### src/rtl/uart_conf_rx.sv
// UART configuration receiver: a bit engine recovers bytes from the serial line and a
// packet decoder commits the parameter bank only when sync, payload and checksum are all good.
module uart_conf_rx #(
  parameter int              CLK_HZ       = 50_000_000,
  parameter int              BAUD         = 9600,
  parameter int              PAR_CNT      = 4,
  parameter int              PAR_W        = 16,
  parameter int              PARITY       = 0,
  parameter logic [7:0]      SYNC_BYTE    = 8'hA5,
  parameter int              TIMEOUT_BITS = 20,
  parameter logic [PAR_W-1:0] PAR_RST     = '0
) (
  input  logic                     clk,
  input  logic                     rst,
  input  logic                     uart_data,
  output logic [PAR_CNT*PAR_W-1:0] par_out,
  output logic                     conf_valid,
  output logic                     conf_err,
  output logic [7:0]               rx_byte,
  output logic                     rx_strobe,
  output logic [1:0]               state
);

  localparam int DIV     = (CLK_HZ + BAUD / 2) / BAUD;
  localparam int BYTES   = (PAR_W + 7) / 8;
  localparam int CNT_W   = $clog2(DIV);
  localparam int TO_CLKS = TIMEOUT_BITS * DIV;
  localparam int TO_W    = $clog2(TO_CLKS + 1);
  localparam int PI_W    = (PAR_CNT > 1) ? $clog2(PAR_CNT) : 1;
  localparam int SI_W    = (BYTES > 1) ? $clog2(BYTES) : 1;

  localparam logic [CNT_W-1:0] HALF_CNT = CNT_W'(DIV / 2);
  localparam logic [CNT_W-1:0] LAST_CNT = CNT_W'(DIV - 1);
  localparam logic [TO_W-1:0]  TO_LAST  = TO_W'(TO_CLKS - 1);
  localparam logic [PI_W-1:0]  LAST_PAR = PI_W'(PAR_CNT - 1);
  localparam logic [SI_W-1:0]  LAST_SUB = SI_W'(BYTES - 1);

  typedef enum logic [2:0] {B_IDLE, B_START, B_BITS, B_PAR, B_STOP} bit_state_t;
  typedef enum logic [1:0] {HUNT = 2'b00, DATA = 2'b01, CSUM = 2'b10} pkt_state_t;

  logic [1:0] sync_q;
  logic       rx_s;
  logic       rx_prev;

  bit_state_t       bstate, bstate_d;
  logic [CNT_W-1:0] cnt, cnt_d;
  logic [2:0]       bit_idx, bit_idx_d;
  logic [7:0]       shreg, shreg_d;
  logic             par_bad, par_bad_d;
  logic             stop_hit;
  logic             frame_ok;
  logic             byte_err;

  pkt_state_t       pstate, pstate_d;
  logic [7:0]       sum;
  logic [PI_W-1:0]  par_idx;
  logic [SI_W-1:0]  sub_idx;
  logic [TO_W-1:0]  timer;
  logic [PAR_W-1:0] shadow [PAR_CNT];
  logic             start_pkt, take_data, commit, abort, timed_out;

  // Synchronised copies reset to idle-high so reset never fakes a start edge.
  always_ff @(posedge clk) begin
    if (rst) begin
      sync_q  <= 2'b11;
      rx_prev <= 1'b1;
    end else begin
      sync_q  <= {sync_q[0], uart_data};
      rx_prev <= sync_q[1];
    end
  end

  assign rx_s = sync_q[1];

  always_comb begin
    bstate_d  = bstate;
    cnt_d     = cnt + 1'b1;
    bit_idx_d = bit_idx;
    shreg_d   = shreg;
    par_bad_d = par_bad;
    stop_hit  = 1'b0;
    unique case (bstate)
      B_IDLE: begin
        cnt_d = '0;
        if (rx_prev && !rx_s) begin
          bstate_d  = B_START;
          par_bad_d = 1'b0;
        end
      end
      B_START: begin
        if (cnt == HALF_CNT) begin
          cnt_d     = '0;
          bit_idx_d = '0;
          bstate_d  = rx_s ? B_IDLE : B_BITS;
        end
      end
      B_BITS: begin
        if (cnt == LAST_CNT) begin
          cnt_d     = '0;
          shreg_d   = {rx_s, shreg[7:1]};
          bit_idx_d = bit_idx + 3'd1;
          if (bit_idx == 3'd7) bstate_d = (PARITY != 0) ? B_PAR : B_STOP;
        end
      end
      B_PAR: begin
        if (cnt == LAST_CNT) begin
          cnt_d     = '0;
          par_bad_d = (^{shreg, rx_s}) != (PARITY == 2);
          bstate_d  = B_STOP;
        end
      end
      B_STOP: begin
        if (cnt == LAST_CNT) begin
          cnt_d    = '0;
          stop_hit = 1'b1;
          bstate_d = B_IDLE;
        end
      end
      default: bstate_d = B_IDLE;
    endcase
  end

  assign frame_ok = rx_s && !par_bad;

  always_ff @(posedge clk) begin
    if (rst) begin
      bstate    <= B_IDLE;
      cnt       <= '0;
      bit_idx   <= '0;
      shreg     <= '0;
      par_bad   <= 1'b0;
      rx_strobe <= 1'b0;
      byte_err  <= 1'b0;
      rx_byte   <= '0;
    end else begin
      bstate    <= bstate_d;
      cnt       <= cnt_d;
      bit_idx   <= bit_idx_d;
      shreg     <= shreg_d;
      par_bad   <= par_bad_d;
      rx_strobe <= stop_hit && frame_ok;
      byte_err  <= stop_hit && !frame_ok;
      if (stop_hit && frame_ok) rx_byte <= shreg;
    end
  end

  // A byte event beats a timeout landing in the same cycle.
  assign timed_out = (timer == TO_LAST);

  always_comb begin
    pstate_d  = pstate;
    start_pkt = 1'b0;
    take_data = 1'b0;
    commit    = 1'b0;
    abort     = 1'b0;
    unique case (pstate)
      HUNT: begin
        if (rx_strobe && rx_byte == SYNC_BYTE) begin
          pstate_d  = DATA;
          start_pkt = 1'b1;
        end
      end
      DATA: begin
        if (byte_err) begin
          abort    = 1'b1;
          pstate_d = HUNT;
        end else if (rx_strobe) begin
          take_data = 1'b1;
          if (par_idx == LAST_PAR && sub_idx == LAST_SUB) pstate_d = CSUM;
        end else if (timed_out) begin
          abort    = 1'b1;
          pstate_d = HUNT;
        end
      end
      CSUM: begin
        if (byte_err || (!rx_strobe && timed_out)) begin
          abort    = 1'b1;
          pstate_d = HUNT;
        end else if (rx_strobe) begin
          commit   = (rx_byte == sum);
          abort    = (rx_byte != sum);
          pstate_d = HUNT;
        end
      end
      default: pstate_d = HUNT;
    endcase
  end

  // Parameters arrive MSB byte first; shifting into a PAR_W register truncates the excess.
  always_ff @(posedge clk) begin
    if (rst) begin
      pstate     <= HUNT;
      sum        <= '0;
      par_idx    <= '0;
      sub_idx    <= '0;
      timer      <= '0;
      conf_valid <= 1'b0;
      conf_err   <= 1'b0;
      par_out    <= {PAR_CNT{PAR_RST}};
      for (int k = 0; k < PAR_CNT; k++) shadow[k] <= '0;
    end else begin
      pstate     <= pstate_d;
      conf_valid <= commit;
      conf_err   <= abort;
      if (pstate_d == HUNT || start_pkt || rx_strobe || byte_err) timer <= '0;
      else timer <= timer + 1'b1;
      if (start_pkt) begin
        sum     <= '0;
        par_idx <= '0;
        sub_idx <= '0;
      end
      if (take_data) begin
        sum             <= sum + rx_byte;
        shadow[par_idx] <= PAR_W'({shadow[par_idx], rx_byte});
        if (sub_idx == LAST_SUB) begin
          sub_idx <= '0;
          par_idx <= par_idx + 1'b1;
        end else begin
          sub_idx <= sub_idx + 1'b1;
        end
      end
      if (commit) begin
        for (int k = 0; k < PAR_CNT; k++) par_out[k*PAR_W +: PAR_W] <= shadow[k];
      end
    end
  end

  assign state = pstate;

endmodule

### config.mk
export PLATFORM = sky130hd
export DESIGN_NAME = uart_conf_rx
export DESIGN_NICKNAME = d
export VERILOG_FILES = /design/src/rtl/uart_conf_rx.sv
export SDC_FILE = /design/constraint.sdc
export NUM_CORES = 1
export LEC_CHECK = 0
export ABC_AREA = 1
export BUFFER_PORTS_ARGS = -buffer_cell sky130_fd_sc_hd__buf_2
export CORE_MARGIN = 1.5
export CORE_UTILIZATION = 50
export DETAILED_ROUTE_END_ITERATION = 12
export PLACE_DENSITY = 0.76
export SLEW_MARGIN = 5
export SYNTH_ARGS = -nofsm -noshare
export SYNTH_HDL_FRONTEND = slang
export SYNTH_SLANG_ARGS = --single-unit
### constraint.sdc
create_clock -name clk -period 2.5 [get_ports clk]
set_clock_uncertainty 0.15 [all_clocks]
set_input_delay 0.125 -clock clk [delete_from_list [all_inputs] [get_ports clk]]
set_output_delay 0.125 -clock clk [all_outputs]
set_load 0.02 [all_outputs]
==> impl_metrics.env <==
export IMPL_final_area_um2=9920
export IMPL_die_h_um=133
export IMPL_drv_slew=0
export IMPL_fp_dieW_um=133
export IMPL_power_switching_mw=1.58
export IMPL_hold_end="sync_q[0]"
export IMPL_hold_path_depth=3
export IMPL_final_instance_count_excl_fill=1324
export IMPL_holdWs_ns=0.188
export IMPL_status="finished, final reports clean"
export IMPL_portBuffers=79
export IMPL_fmax_mhz=435
export IMPL_syn_to_final_growth_pct=16.7
export IMPL_rr_worst_depth=12
export IMPL_die_area_um2=17800
export IMPL_critPathMaxFanout=19
export IMPL_holdCritStartpoint="uart_data"
export IMPL_final_hold_viol_count=0
export IMPL_end_kind="flop"
export IMPL_cp_required_ns=2.55
export IMPL_internal_power_mw=5.39
export IMPL_root_buffer="clkbuf_16"
export IMPL_p_seq_frac=0.500
export IMPL_floorplan_initialDensity=0.513
export IMPL_cp_start_kind="flop"
export IMPL_maxCapViolCount=0
export IMPL_yosysWarnings=0
export IMPL_grt_max_degree=53
export IMPL_synth_cells=995
export IMPL_finalCriticalPeriod_ns=2.30
export IMPL_antenna_cells=0
export IMPL_clkLatencyLatePin_ns=0.50
export IMPL_clockBufferDepth=3
export IMPL_synth_cell_types=40
export IMPL_ff2ff_setup_slack_ns=0.20
export IMPL_syn_cell_area_um2=8500
export IMPL_synthArstFlopShare=0
export IMPL_first_iter_violations=589
export IMPL_netlist_top_cells_area="dfxtp_1, edfxtp_1, nor2_1"
export IMPL_synth_seq_cells=201
export IMPL_gp_routability_congestion=0.951
export IMPL_wl_per_cell_um=14.2
export IMPL_setup_violations=0
export IMPL_grt_pass1_vias=6143
export IMPL_drt_pass1_iter_count=5
export IMPL_syn_num_nets=1016
export IMPL_p_total_mw=6.97
export IMPL_fin_crit_sh=0.919
export IMPL_r2r_start="state[0]"
export IMPL_worst_r2r_endpoint="shadow[1][10]"
export IMPL_postRouteAntennaNets=0
export IMPL_crit_type="reg -> reg"
export IMPL_grt_antenna_before_repair=0
export IMPL_peakVddDrop_uv=583
export IMPL_synth_top_area_share=0.323
export IMPL_num_rows=47
export IMPL_vias=6734
export IMPL_cts_tree="built"
export IMPL_clockPowerShare=0.441
export IMPL_grt_pass1_wl_um=30600
export IMPL_p_sw_frac=0.227
export IMPL_combPwrFrac=0.059
export IMPL_slew_headroom=0.610
export IMPL_fin_nets=1110
export IMPL_h_tree_depth=1
export IMPL_worst_pin_slew_ns=0.585
export IMPL_worstHoldPathType="in -> reg"
export IMPL_synth_edf_count=64
export IMPL_syn_avg_cell_area_um2=8.55
export IMPL_pwr_density_cell_nw_per_um2=703
export IMPL_dp_cells=1284
export IMPL_tns_ns=0
export IMPL_rsz0062_at_grt="false"
export IMPL_clock_sinks=201
export IMPL_seq_area_frac_synth=0.549
export IMPL_cts_buffers=21
export IMPL_dp_hpwl_um=13100
export IMPL_yosysTopAreaCell="dfxtp_1"
export IMPL_clkSlewWorstSetupHoldPaths_ns=0.06
export IMPL_grt_total_usage=0.213
export IMPL_ys_flop_type="dfxtp_1"
export IMPL_remaining_drc_errors=0
export IMPL_drive_above_1_share=0.161
export IMPL_cts_resized=0
export IMPL_placed_cell_area_um2=9230
export IMPL_overflow=0
export IMPL_core_area_um2=16600
export IMPL_arrival_ns=2.35
export IMPL_via_per_inst=5.09
export IMPL_wirelength_um=18800
export IMPL_pin_count=80
export IMPL_p_leak_nw=4.44
synthesized netlist by cell type (all sizes together), types with 2 or more instances:
library cell / count
nor2: 221
dfxtp: 137
inv: 132
o21ai: 110
nand2: 109
a21oi: 76
edfxtp: 64
nand3: 31
buf: 17
ha: 17
nor3: 17
xor2: 16
clkbuf: 14
xnor2: 8
nand3b: 4
nand4: 4
nor3b: 4
or2: 4
a31oi: 2
o221ai: 2
power groups by stage:
stage	sequential, mW	combinational [mW]	clock (mW)
finish	3.49	0.414	3.07
global route	3.50	0.483	3.27
CTS	3.49	0.417	3.15
detailed placement	3.56	0.412	0
global placement	3.55	0.405	0
floorplan	3.54	0.322	0
sequential cells by signal (all words and copies together), names as in the netlist:
signal / flops
shadow: 64
timer: 17
sync_q: 2
sum: 8
rx_byte: 8
sub_idx: 1
conf_err: 1
byte_err: 1
rx_prev: 1
bit_idx: 3
cnt: 13
rx_strobe: 1
state: 2
shreg: 8
conf_valid: 1
par_idx: 2
par_out: 64
bstate: 3
par_bad: 1
final cells by class:
| type | instances | area, µm² |
|---|---|---|
| inverters | 132 | 503 |
| multi-input cells | 631 | 3190 |
| clock inverters | 9 | 103 |
| clock buffers | 29 | 576 |
| repair buffers | 102 | 611 |
| fillers | 1464 | 6660 |
| flip-flops and latches | 201 | 4660 |
| well taps | 220 | 275 |
cells by family after synthesis:
family,count (synthesis),synth area share
AND/OR/NAND/NOR,395,0.206
adder cells (fa/ha/maj),18,0.0274
AO/OA/AOI/OAI,194,0.117
buffers and inverters,163,0.0767
flip-flops,201,0.549
XOR/XNOR,24,0.0247
critical path: stages, from the launching register on:
cell     delay [ns]
dfxtp_1        0.38
ha_1           0.21
inv_1          0.09
nor2_4         0.14
inv_2          0.10
nor2_4         0.12
inv_4          0.11
nor2_4         0.10
inv_2          0.09
nor2_8         0.16
inv_4          0.07
nand2_1        0.09
buf_4          0.18
cell usage in the layout, fill, tap and decap left out, types with 9 or more instances in the layout:
cell type	Yosys	routed
nor3_2	9	9
nand2_1	107	107
edfxtp_1	64	64
nand3_1	29	28
a21oi_1	76	76
inv_1	117	117
dfxtp_1	137	137
nor2_1	209	209
o21ai_0	108	107
buf_4	0	18
clkbuf_16	0	21
xor2_1	16	16
inv_2	12	12
buf_2	14	79
ha_1	17	17
routing by layer:
| layer | share of wire | track usage |
|---|---|---|
| met4 | 0.024 | 0.0688 |
| met3 | 0.066 | 0.0472 |
| met5 | 0 | 0 |
| met1 | 0.45 | 0.294 |
| met2 | 0.46 | 0.335 |
worst max path at each step:
stage                    endpoint  startpoint  slack, ns
finish              shadow[1][10]    state[0]       0.20
global route        shadow[1][12]    state[1]       0.04
CTS                 shadow[1][10]    state[0]       0.21
detailed placement  shadow[1][10]    state[0]       0.24
global placement    shadow[1][10]    state[1]       0.26
floorplan            shadow[0][0]    state[0]        0.1
stage by stage:
stage,setup WS (ns),utilization
3_3_place_gp,0.258,0.556
5_1_grt,0.0371,0.598
6_report,0.203,0.598
2_1_floorplan,0.0962,-
4_1_cts,0.214,0.598
3_5_place_dp,0.244,0.556
what timing repair did:
action / in CTS / in global routing
buffers inserted: 0 / 0
hold buffers: 2 / 0
hold endpoints to repair: 7 / 0
setup endpoints to repair: 0 / 0
No activity file was read; power rests on OpenSTA's default activity.
